$ cat src/rtl/id_ex_stage_pkg.sv
// Shared pipeline constants and types for the ID/EX register and the forwarding unit.
package id_ex_stage_pkg;

  localparam int REG_AW = 3;
  localparam logic [REG_AW-1:0] REG_ZERO = 3'b000;

  typedef enum logic [1:0] {
    RUN    = 2'b00,
    BUBBLE = 2'b01,
    WAIT   = 2'b10
  } state_e;

  // Control bundle field order: {regWrite, memRead, memWrite}
  typedef struct packed {
    logic regWrite;
    logic memRead;
    logic memWrite;
  } ctrl_t;

endpackage

$ cat src/rtl/id_ex_stage_hazard_detect.sv
// Combinational load-use detect: EX holds a load whose rd feeds the ID instruction.
module id_ex_stage_hazard_detect
  import id_ex_stage_pkg::*;
(
  input  logic              ex_valid_i,
  input  logic              ex_memRead_i,
  input  logic [REG_AW-1:0] ex_rd_i,
  input  logic              id_valid_i,
  input  logic [REG_AW-1:0] id_r1_i,
  input  logic [REG_AW-1:0] id_r2_i,
  input  logic              id_uses_r2_i,
  output logic              lu_o
);

  assign lu_o = ex_valid_i & ex_memRead_i & id_valid_i & (ex_rd_i != REG_ZERO) &
                ((ex_rd_i == id_r1_i) | (id_uses_r2_i & (ex_rd_i == id_r2_i)));

endmodule

$ cat src/rtl/id_ex_stage.sv
// ID/EX pipeline register with load-use stall, branch flush and data-memory wait.
module id_ex_stage
  import id_ex_stage_pkg::*;
#(
  parameter int DW = 16,
  parameter int CW = 16
) (
  input  logic              clk,
  input  logic              rst_n,
  input  logic              id_valid,
  input  logic [REG_AW-1:0] id_r1,
  input  logic [REG_AW-1:0] id_r2,
  input  logic [REG_AW-1:0] id_rd,
  input  logic              id_uses_r2,
  input  logic              id_regWrite,
  input  logic              id_memRead,
  input  logic              id_memWrite,
  input  logic [DW-1:0]     id_opA,
  input  logic [DW-1:0]     id_opB,
  input  logic              flush,
  input  logic              mem_busy,
  output logic              stall_id,
  output logic              ex_valid,
  output logic [REG_AW-1:0] ex_r1,
  output logic [REG_AW-1:0] ex_r2,
  output logic [REG_AW-1:0] ex_rd,
  output logic              ex_regWrite,
  output logic              ex_memRead,
  output logic              ex_memWrite,
  output logic [DW-1:0]     ex_opA,
  output logic [DW-1:0]     ex_opB,
  output logic [CW-1:0]     stall_cnt
);

  state_e            state_q, state_d;
  logic              pend_q, pend_d;
  logic              valid_q, valid_d;
  logic [REG_AW-1:0] r1_q, r1_d, r2_q, r2_d, rd_q, rd_d;
  ctrl_t             ctrl_q, ctrl_d;
  logic [DW-1:0]     opa_q, opa_d, opb_q, opb_d;
  logic [CW-1:0]     cnt_q, cnt_d;
  logic              lu_s;
  logic              stall_s;

  id_ex_stage_hazard_detect u_hazard (
    .ex_valid_i   (valid_q),
    .ex_memRead_i (ctrl_q.memRead),
    .ex_rd_i      (rd_q),
    .id_valid_i   (id_valid),
    .id_r1_i      (id_r1),
    .id_r2_i      (id_r2),
    .id_uses_r2_i (id_uses_r2),
    .lu_o         (lu_s)
  );

  // The WAIT term keeps ID held through the edge on which mem_busy drops.
  assign stall_s = mem_busy | (lu_s & ~flush & (state_q != WAIT)) | (state_q == WAIT);

  // Next-state: hold on mem_busy, else flush > load-use bubble > normal load.
  always_comb begin
    state_d = state_q;
    pend_d  = pend_q;
    valid_d = valid_q;
    r1_d    = r1_q;
    r2_d    = r2_q;
    rd_d    = rd_q;
    ctrl_d  = ctrl_q;
    opa_d   = opa_q;
    opb_d   = opb_q;
    if (mem_busy) begin
      state_d = WAIT;
      pend_d  = pend_q | flush;
    end else if (flush | pend_q | lu_s) begin
      valid_d = 1'b0;
      r1_d    = REG_ZERO;
      r2_d    = REG_ZERO;
      rd_d    = REG_ZERO;
      ctrl_d  = '0;
      opa_d   = '0;
      opb_d   = '0;
      pend_d  = 1'b0;
      state_d = (flush | pend_q) ? RUN : BUBBLE;
    end else begin
      valid_d = id_valid;
      r1_d    = id_r1;
      r2_d    = id_r2;
      rd_d    = id_rd;
      ctrl_d  = '{regWrite: id_regWrite, memRead: id_memRead, memWrite: id_memWrite};
      opa_d   = id_opA;
      opb_d   = id_opB;
      state_d = RUN;
    end
    if (stall_s && (cnt_q != {CW{1'b1}})) begin
      cnt_d = cnt_q + {{(CW-1){1'b0}}, 1'b1};
    end else begin
      cnt_d = cnt_q;
    end
  end

  always_ff @(posedge clk) begin
    if (!rst_n) begin
      state_q <= RUN;
      pend_q  <= 1'b0;
      valid_q <= 1'b0;
      r1_q    <= REG_ZERO;
      r2_q    <= REG_ZERO;
      rd_q    <= REG_ZERO;
      ctrl_q  <= '0;
      opa_q   <= '0;
      opb_q   <= '0;
      cnt_q   <= '0;
    end else begin
      state_q <= state_d;
      pend_q  <= pend_d;
      valid_q <= valid_d;
      r1_q    <= r1_d;
      r2_q    <= r2_d;
      rd_q    <= rd_d;
      ctrl_q  <= ctrl_d;
      opa_q   <= opa_d;
      opb_q   <= opb_d;
      cnt_q   <= cnt_d;
    end
  end

  assign stall_id    = stall_s;
  assign ex_valid    = valid_q;
  assign ex_r1       = r1_q;
  assign ex_r2       = r2_q;
  assign ex_rd       = rd_q;
  assign ex_regWrite = ctrl_q.regWrite;
  assign ex_memRead  = ctrl_q.memRead;
  assign ex_memWrite = ctrl_q.memWrite;
  assign ex_opA      = opa_q;
  assign ex_opB      = opb_q;
  assign stall_cnt   = cnt_q;

endmodule

$ cat config.mk
export PLATFORM = sky130hd
export DESIGN_NAME = id_ex_stage
export DESIGN_NICKNAME = d
export VERILOG_FILES = /design/src/rtl/id_ex_stage_pkg.sv /design/src/rtl/id_ex_stage_hazard_detect.sv /design/src/rtl/id_ex_stage.sv
export SDC_FILE = /design/constraint.sdc
export NUM_CORES = 1
export LEC_CHECK = 0
export ABC_AREA = 1
export CAP_MARGIN = 25
export CORE_MARGIN = 5
export CORE_UTILIZATION = 46
export DETAILED_ROUTE_END_ITERATION = 8
export PLACE_DENSITY = 0.92
export SKIP_LAST_GASP = 1
export SYNTH_ARGS = -nofsm -noshare
export SYNTH_HDL_FRONTEND = slang
export SYNTH_HIERARCHICAL = 1
export SYNTH_SLANG_ARGS = --single-unit
$ cat constraint.sdc
create_clock -name clk -period 3.7 [get_ports clk]
set_input_delay 0.74 -clock clk [delete_from_list [all_inputs] [get_ports clk]]
set_output_delay 0.74 -clock clk [all_outputs]
set_load 0.02 [all_outputs]
==> out/qor.yml <==
outcome: "finished clean"
gr-total-overflow: 0
cts_resized: 0
grt_pass1_vias: 2684
period_minus_slack_ns: 3.40
slowest_delay_ns: 0.60
cts_buffer_depth: 2
die_x_um: 86.7
cp_top_family: "buffers and inverters"
drc_errors: 0
antenna_cells: 0
slew_violations: 0
area.growth.synth_to_final_pct: 49.7
start_util_pct: 46.5
power_mw: 1.50
p_leak_nw: 1.56
vias: 2620
cts_buffers: 9
syn_area_um2: 2710
core_um2: 5820
routed_via_density: 5.31
clock_skew_ns: 0.00543
pre_cts_slack_ns: 0.332
placement.io_buffers: 111
final_cell_count_no_fill: 493
first_pass_iters: 4
dp_hpwl_um: 5390
tritoncts: "built"
dp_cells: 477
antenna_left: 0
crit_required_ns: 2.96
worstSetupStartpointType: "primary input"
clkLatencyLatePin_ns: 0.33
final.setup.tns_ns: 0
drtIter0Drc: 110
syn_nets: 353
layout_worst_path_cycle_share_pct: 91.8
yosysSeqAreaShare_pct: 47.3
worst_pin_slew_ns: 1.02
syn_avg_cell_area_um2: 8.96
cts_root_buf: "clkbuf_8"
finalHoldViolations: 0
routed_wl_um: 7380
relSlewSlack_pct: 31.6
fmax_mhz: 294
post_cts_buffers: 0
hold_buffers: 0
setup_viol: 0
cts_sinks: 64
crit_arrival_ns: 2.66
io_pins: 112
utilization_pct: 69.7
rows: 28
crit_path_end_kind: "output port"
antenna_found_initial: 0
path_max_fanout: 3
htree_levels: 3
clk_pin_slew_ns: 0.06
finalNetCount: 464
hp-class: "flip-flop to flip-flop"
grt_max_degree: 47
synth_cells: 302
grt_pass1_wl_um: 12300
cp_slowest_cell: "clkdlybuf4s50_1"
ys_warn_count: 6
ys_seq_elements: 64
n_fill_cell: 463
drv_cap: 0
yosysUniqueCellTypes: 29
crit_chain: "clkdlybuf4s50_1 -> inv_1 -> nand2_1 -> nand2_1 -> nor2_1 -> nand2_1 -> a21oi_2 -> nand2_1 -> nand3_2 -> clkdlybuf4s50_1"
cp.buffers_inverters: 3
place_congestion: 0.822
die_h_um: 86.7
die_area_um2: 7520
p_per_area_nw_per_um2: 371
path_class: "primary input to output port"
grt_use_total_pct: 20.7
setup_slack_ns: 0.303
cp_common_cell: "nand2_1"
avgRoutedWirePerCell_um: 15.0
rsz0062_at_grt: "false"
worst_ir_drop_vdd_uv: 286
layout-drive-gt1-share_pct: 10.8
[area by class of cell]
cell class | instances | area [um2] | area share, %
flip-flops and latches | 64 | 1280 | 31.6
multi-input cells | 198 | 1260 | 31.1
repair buffers | 113 | 1130 | 27.8
clock buffers | 10 | 128 | 3.15
inverters | 27 | 104 | 2.56
well taps | 75 | 93.8 | 2.32
clock inverters | 6 | 60.1 | 1.48
[layout by cell type (no fill, tap or decap), types with 3 or more instances in the layout]
cell             synthesis  routed
nor2_1                  32      32
clkdlybuf4s50_1          0     111
a21oi_1                  8       8
clkbuf_8                 0       9
inv_2                    4       4
inv_1                   22      22
dfxtp_1                 64      64
nand4_1                  3       3
a32o_1                  45      45
nor2_2                   6       5
nand2_2                  4       4
nor2_4                   5       6
nand3_1                 14      14
clkinv_2                 0       3
nand2_1                 63      63
[synthesized netlist by cell type]
cell type / count / share of area [%]
a21oi_1: 8 / 1.5
a21oi_2: 1 / 0.32
a32o_1: 45 / 17
buf_2: 8 / 1.5
buf_6: 1 / 0.42
clkbuf_1: 4 / 0.55
dfxtp_1: 64 / 47
ha_1: 1 / 0.46
inv_1: 22 / 3.1
inv_2: 4 / 0.55
inv_4: 1 / 0.23
nand2_1: 63 / 8.7
nand2_2: 4 / 0.92
nand2_4: 1 / 0.42
nand2_8: 1 / 0.74
nand3_1: 14 / 2.6
nand3_2: 1 / 0.37
nand3b_1: 2 / 0.55
nand4_1: 3 / 0.69
nor2_1: 32 / 4.4
nor2_2: 6 / 1.4
nor2_4: 5 / 2.1
nor2_8: 2 / 1.5
nor3_1: 2 / 0.37
nor3_4: 1 / 0.60
o21ai_0: 1 / 0.18
o21ai_4: 1 / 0.60
xnor2_1: 2 / 0.65
xor2_1: 2 / 0.65
[cell families (layout without fill, tap and decap cells)]
family,Yosys count,in the layout,synth area share [%]
compound gates,56,56,19.2
xor+xnor,4,4,1.29
fa+ha+maj,1,1,0.462
buf+inv,40,156,6.29
flops,64,64,47.3
simple gates,137,137,25.4
[stage by stage]
step	hold slack [ns]	area [um2]
2_1_floorplan	0.418	2710
3_3_place_gp	0.444	3860
3_5_place_dp	0.451	3860
4_1_cts	0.468	4050
5_1_grt	0.496	4050
6_report	0.464	4050
[power by group]
group | switching, mW | internal, mW | total (mW)
Combinational | 0.0983 | 0.108 | 0.206
Sequential | 0.0157 | 0.711 | 0.727
Clock | 0.262 | 0.307 | 0.569
Total | 0.376 | 1.13 | 1.50
[routing by layer]
metal,up-vias,part of all wire [%],global-route usage [%]
met5,-,0,0
met4,0,2.5,10.2
met3,15,9.7,8.84
met2,95,48,33.7
met1,1231,39,23.2
li1,1279,-,-
[final timing paths]
path                            cells after the start                    start  slack [ns]                    endpoint
worst max-delay path                               10                 id_r2[1]        0.30                    stall_id
worst min-delay path                                1  ex_opB[13]$_SDFFE_PN0N_        0.46     ex_opB[13]$_SDFFE_PN0N_
worst max register to register                     14    ex_rd[1]$_SDFFE_PN0N_        1.72  stall_cnt[15]$_SDFFE_PN0P_
worst min register to register                      1  ex_opB[13]$_SDFFE_PN0N_        0.46     ex_opB[13]$_SDFFE_PN0N_
[sequential cells by signal, indices dropped and copies added, names as in the netlist, 2 cells and up]
name       flops
ex_r1          3
ex_opA        16
ex_r2          3
state_q        2
stall_cnt     16
ex_rd          3
ex_opB        16
Note: power is estimated with default switching activity, not from simulation.
==> variant 1: new RTL, same flow settings <==
The package constant `REG_ZERO` goes from 3'b000 to 3'b001.
--- a/src/rtl/id_ex_stage_pkg.sv
+++ b/src/rtl/id_ex_stage_pkg.sv
@@ -2,7 +2,7 @@
 package id_ex_stage_pkg;
 
   localparam int REG_AW = 3;
-  localparam logic [REG_AW-1:0] REG_ZERO = 3'b000;
+  localparam logic [REG_AW-1:0] REG_ZERO = 3'b001;
 
   typedef enum logic [1:0] {
     RUN    = 2'b00,
Function: changed (a bounded check fails within 4 cycles, from zero or initial values and one cycle with rst_n low).
==> variant 1 against the unedited design <==
Sequential cell count unchanged; power hardly changed; fmax rose by 4.1%; clock skew rose by 0.0024 ns; register-to-register slack gained 0.04 ns; setup slack better by 0.13 ns; count of clock-buffer cells in the layout grew 1; routed wire length down 0.24%; sequential share of layout area is 0.87 points higher; clock power is 2% higher; area after synthesis down 4.1%; cell area fell by 2.7%; critical path type unchanged; highest routed layer unchanged.
==> variant 1: results (changes against the unedited design) <==
{| class="wikitable"
! Metric !! Value
|-
| Via/cell ratio || 5.04 (-5.2%)
|-
| Number of clock buffers in the layout || 11 (+1)
|-
| Metal1 wirelength || 2.90 mm (about the same)
|-
| Pwr Total || 0.00150 W (about the same)
|-
| Setup clock skew after layout || 0.00783 ns (+0.00240 ns)
|-
| Worst ir drop on vdd || 0.233 mV (-19%)
|-
| Post-synthesis adder-cell area fraction || 0.482% (+0.020 points)
|-
| Total wire length after detailed routing || 7.36 mm (-0.24%)
|-
| Largest net degree at the start of global routing || 44 (-6.4%)
|-
| Violation count after the first detailed-routing iteration || 132 (+20%)
|-
| Post-synthesis xor/xnor area fraction || 1.35% (+0.055 points)
|-
| Fin nets || 467 (+0.65%)
|-
| Placement Setup Slack || 0.444 ns (+0.112 ns)
|-
| Max Clk Rate || 306 MHz (+4.1%)
|-
| Cells after synthesis || 300 (-0.66%)
|-
| Synthesized area per cell || 8.65 um^2 (-3.4%)
|-
| Wire length on met3 || 857 um (+19%)
|-
| Sequential fraction of the synthesis area || 49.3% (+2.0 points)
|-
| Total number of vias || 2484 (-5.2%)
|-
| Placement-stage cell area || 3750 um^2 (-2.8%)
|-
| GR Util met3 || 9.81% (+0.97 points)
|-
| Number of non-clock buffers || 114 (+0.88%)
|-
| Overall track demand over capacity in global routing || 20.7% (about the same)
|-
| Met1 demand-to-capacity share in global routing || 22.9% (-0.28 points)
|-
| Run status || finished clean
|-
| Met2 wirelength from detailed routing || 3.46 mm (-3.2%)
|-
| Biggest area contributors in the synthesized netlist || dfxtp_1 (49%), a22o_1 (14%), nand2_1 (9.3%)
|-
| Measured slew at the worst slew-check pin || 0.697 ns (-0.326 ns)
|}
variant 1: cell count changes in the layout (fill, tap and decap cells not counted), moves of 2 or more:
cell | unedited run | this run
clkinv_4 | 0 | 2
a32o_1 | 45 | 0
inv_1 | 22 | 24
o22a_1 | 0 | 3
a22o_1 | 0 | 42
clkinvlp_4 | 2 | 0
nor2_2 | 5 | 1
nor2_1 | 32 | 37
clkinv_1 | 0 | 2
variant 1: worst min-delay path by stage:
stage,start,to,slack [ns],depth (start not counted)
floorplan,pend_q,state_q[0],0.47,2
finish,ex_r2[1],ex_r2[1],0.48,1
global placement,ex_opB[12],ex_opB[12],0.46,1
detailed placement,ex_opA[9],ex_opA[9],0.46,1
CTS,ex_opA[8],ex_opA[8],0.48,1
global route,ex_opB[4],ex_opB[4],0.50,1
variant 1: cells by family after synthesis:
logic type	after synthesis
and+or+nand+nor	136
DFF	64
AOI/OAI and AO/OA	56
buffers and inverters	39
xor gates and xnor gates	4
adders and majority gates	1
==> variant 2: new RTL, config.mk and constraints unchanged <==
Without the edit above. Re-encode `state_e` (3 states) as one-hot, 3 bits wide.
--- a/src/rtl/id_ex_stage_pkg.sv
+++ b/src/rtl/id_ex_stage_pkg.sv
@@ -4,10 +4,10 @@
   localparam int REG_AW = 3;
   localparam logic [REG_AW-1:0] REG_ZERO = 3'b000;
 
-  typedef enum logic [1:0] {
-    RUN    = 2'b00,
-    BUBBLE = 2'b01,
-    WAIT   = 2'b10
+  typedef enum logic [2:0] {
+    RUN    = 3'b001,
+    BUBBLE = 3'b010,
+    WAIT   = 3'b100
   } state_e;
 
   // Control bundle field order: {regWrite, memRead, memWrite}
Formal check against the unedited RTL: same outputs for any inputs over 10 cycles, from zero or initial values and one cycle with rst_n low; not proved beyond that.
==> variant 2 against the unedited design <==
Power about the same; area after synthesis increased by 2.5%; routed wire length increased by 9.1%; setup slack improved by 0.011 ns; cell area increased by 1.5%; hold slack got worse by 0.016 ns; sequential share of layout area about the same; sequential cell count increased by 1; highest routed layer unchanged.
==> variant 2: results (changes against the unedited design) <==
{| class="wikitable"
! Metric !! Value
|-
| Run status || finished clean
|-
| Peak fanout along the critical path || 3 (unchanged)
|-
| Fillers || 472 (+1.9%)
|-
| Source-to-sink clock delay at the later pin of the worst-skew pair || 0.34 ns
|-
| Number of library cell types mapped by synthesis || 26 (-10%)
|-
| Proportion of layout cells with a drive suffix above 1 || 7.02% (-3.7 points)
|-
| Ranking of synthesized cells by instance count || nand2_1 (154), dfxtp_1 (65), nand3_1 (61)
|-
| Synth Area in Compound Gates || 3.70% (-16 points)
|-
| CTS buffer count || 9 (unchanged)
|-
| Post-synth net total || 450 (+27%)
|-
| Global-route wire length before repair || 13.5 mm (+10%)
|-
| Post-DP HPWL || 5.96 mm (+10%)
|-
| Number of global-route vias before repair || 2937 (+9.4%)
|-
| Worst ir drop on vdd || 0.257 mV (-10%)
|-
| First-pass DRT Iterations || 4 (unchanged)
|-
| Placement Setup Slack || 0.317 ns (-0.0149 ns)
|-
| Clock-pin slew of the registers on the worst-case setup and hold paths || 0.07 ns
|-
| Largest net degree at the start of global routing || 57 (+21%)
|-
| Via/cell ratio || 4.99 (-6.1%)
|-
| Overall track demand over capacity in global routing || 22.4% (+1.7 points)
|-
| Post-synthesis adder-cell area fraction || 0.451% (-0.011 points)
|-
| Fin nets || 560 (+21%)
|-
| Total wire length after detailed routing || 8.04 mm (+9.1%)
|-
| Initial antenna violation count || 0 (unchanged)
|-
| Share of synthesized area spent on multiplexers || 0% (unchanged)
|-
| Number of post-CTS setup repair buffers || 0 (unchanged)
|-
| Setup clock skew after layout || 0.00800 ns (+0.00257 ns)
|-
| LEAKAGE || 1.80 nW (+16%)
|-
| # diodes || 0 (unchanged)
|-
| Quantity of I/O buffers inserted on ports || 111 (unchanged)
|-
| Placement-stage cell area || 3930 um^2 (+1.6%)
|-
| Final weighted congestion in routability-driven placement || 0.917 (+12%)
|-
| Post-synth ARST share || 0% (unchanged)
|-
| Depth of the CTS H-tree || 3 (unchanged)
|-
| Biggest area contributors in the synthesized netlist || dfxtp_1 (47%), nand2_1 (21%), nand3_1 (11%)
|-
| WP data arrival || 2.65 ns (about the same)
|-
| Measured slew at the worst slew-check pin || 0.723 ns (-0.300 ns)
|-
| Clock buffer depth || 2 (unchanged)
|-
| # resized after CTS || 0 (unchanged)
|-
| Buffer type at the clock tree root || clkbuf_8
|-
| Sequential fraction of the synthesis area || 46.9% (-0.45 points)
|-
| Worst Hold Class || reg2reg
|-
| Post-synthesis xor/xnor area fraction || 1.26% (-0.032 points)
|-
| Synth warn || 6 (unchanged)
|-
| Violation count after the first detailed-routing iteration || 96 (-13%)
|}
-- variant 2: worst paths after layout --
check	startpoint	endpoint	slack, ns	depth (start not counted)
min reg2reg	ex_opB[4]	ex_opB[4]	0.45	2
max reg2reg	ex_rd[1]	stall_cnt[6]	1.59	13
min	ex_opB[4]	ex_opB[4]	0.45	2
max	id_r2[1]	stall_id	0.31	10
-- variant 2: metal layers --
layer	vias to the layer above	track usage (%)	wire [um]
met3	14	11.8	880
li1	1479	-	-
met5	-	0	0
met1	1343	24.0	3170
met4	0	8.93	175
met2	98	37.1	3820
-- variant 2: area by class of cell --
type / instances / area [um^2] / area share (%)
tap: 75 / 93.8 / 2.28
inverter: 25 / 93.8 / 2.28
multi-input combinational: 294 / 1310 / 31.9
timing repair buffer: 114 / 1130 / 27.4
clock inverter: 6 / 60.1 / 1.46
clock buffer: 9 / 124 / 3.01
sequential: 65 / 1300 / 31.6
-- variant 2: metrics by stage --
| stage | instances | total power, W | utilization, % |
|---|---|---|---|
| CTS | 588 | 0.00153 | 69.9 |
| floorplan | 399 | 0.000838 | - |
| global placement | 573 | 0.000949 | 66.7 |
| detailed placement | 573 | 0.000954 | 66.7 |
| global route | 588 | 0.00158 | 69.9 |
| finish | 588 | 0.00150 | 69.9 |
-- variant 2: report_power, final --
part           internal, W  switching [W]  leakage [nW]  total, W
registers         0.000722      0.0000164         0.529  0.000739
clock network     0.000303       0.000263        0.0909  0.000566
logic             0.000100      0.0000987          1.18  0.000199
total              0.00113       0.000378          1.80   0.00150
-- variant 2: worst max-delay path, cell delays in order --
cell and delay, ns:
clkdlybuf4s50_1 0.51, inv_1 0.05, nand2_1 0.06, nand2_1 0.05, nor2_1 0.08, nand2_1 0.08
a21oi_2 0.24, a21oi_1 0.12, nand2_2 0.10, clkdlybuf4s50_1 0.61
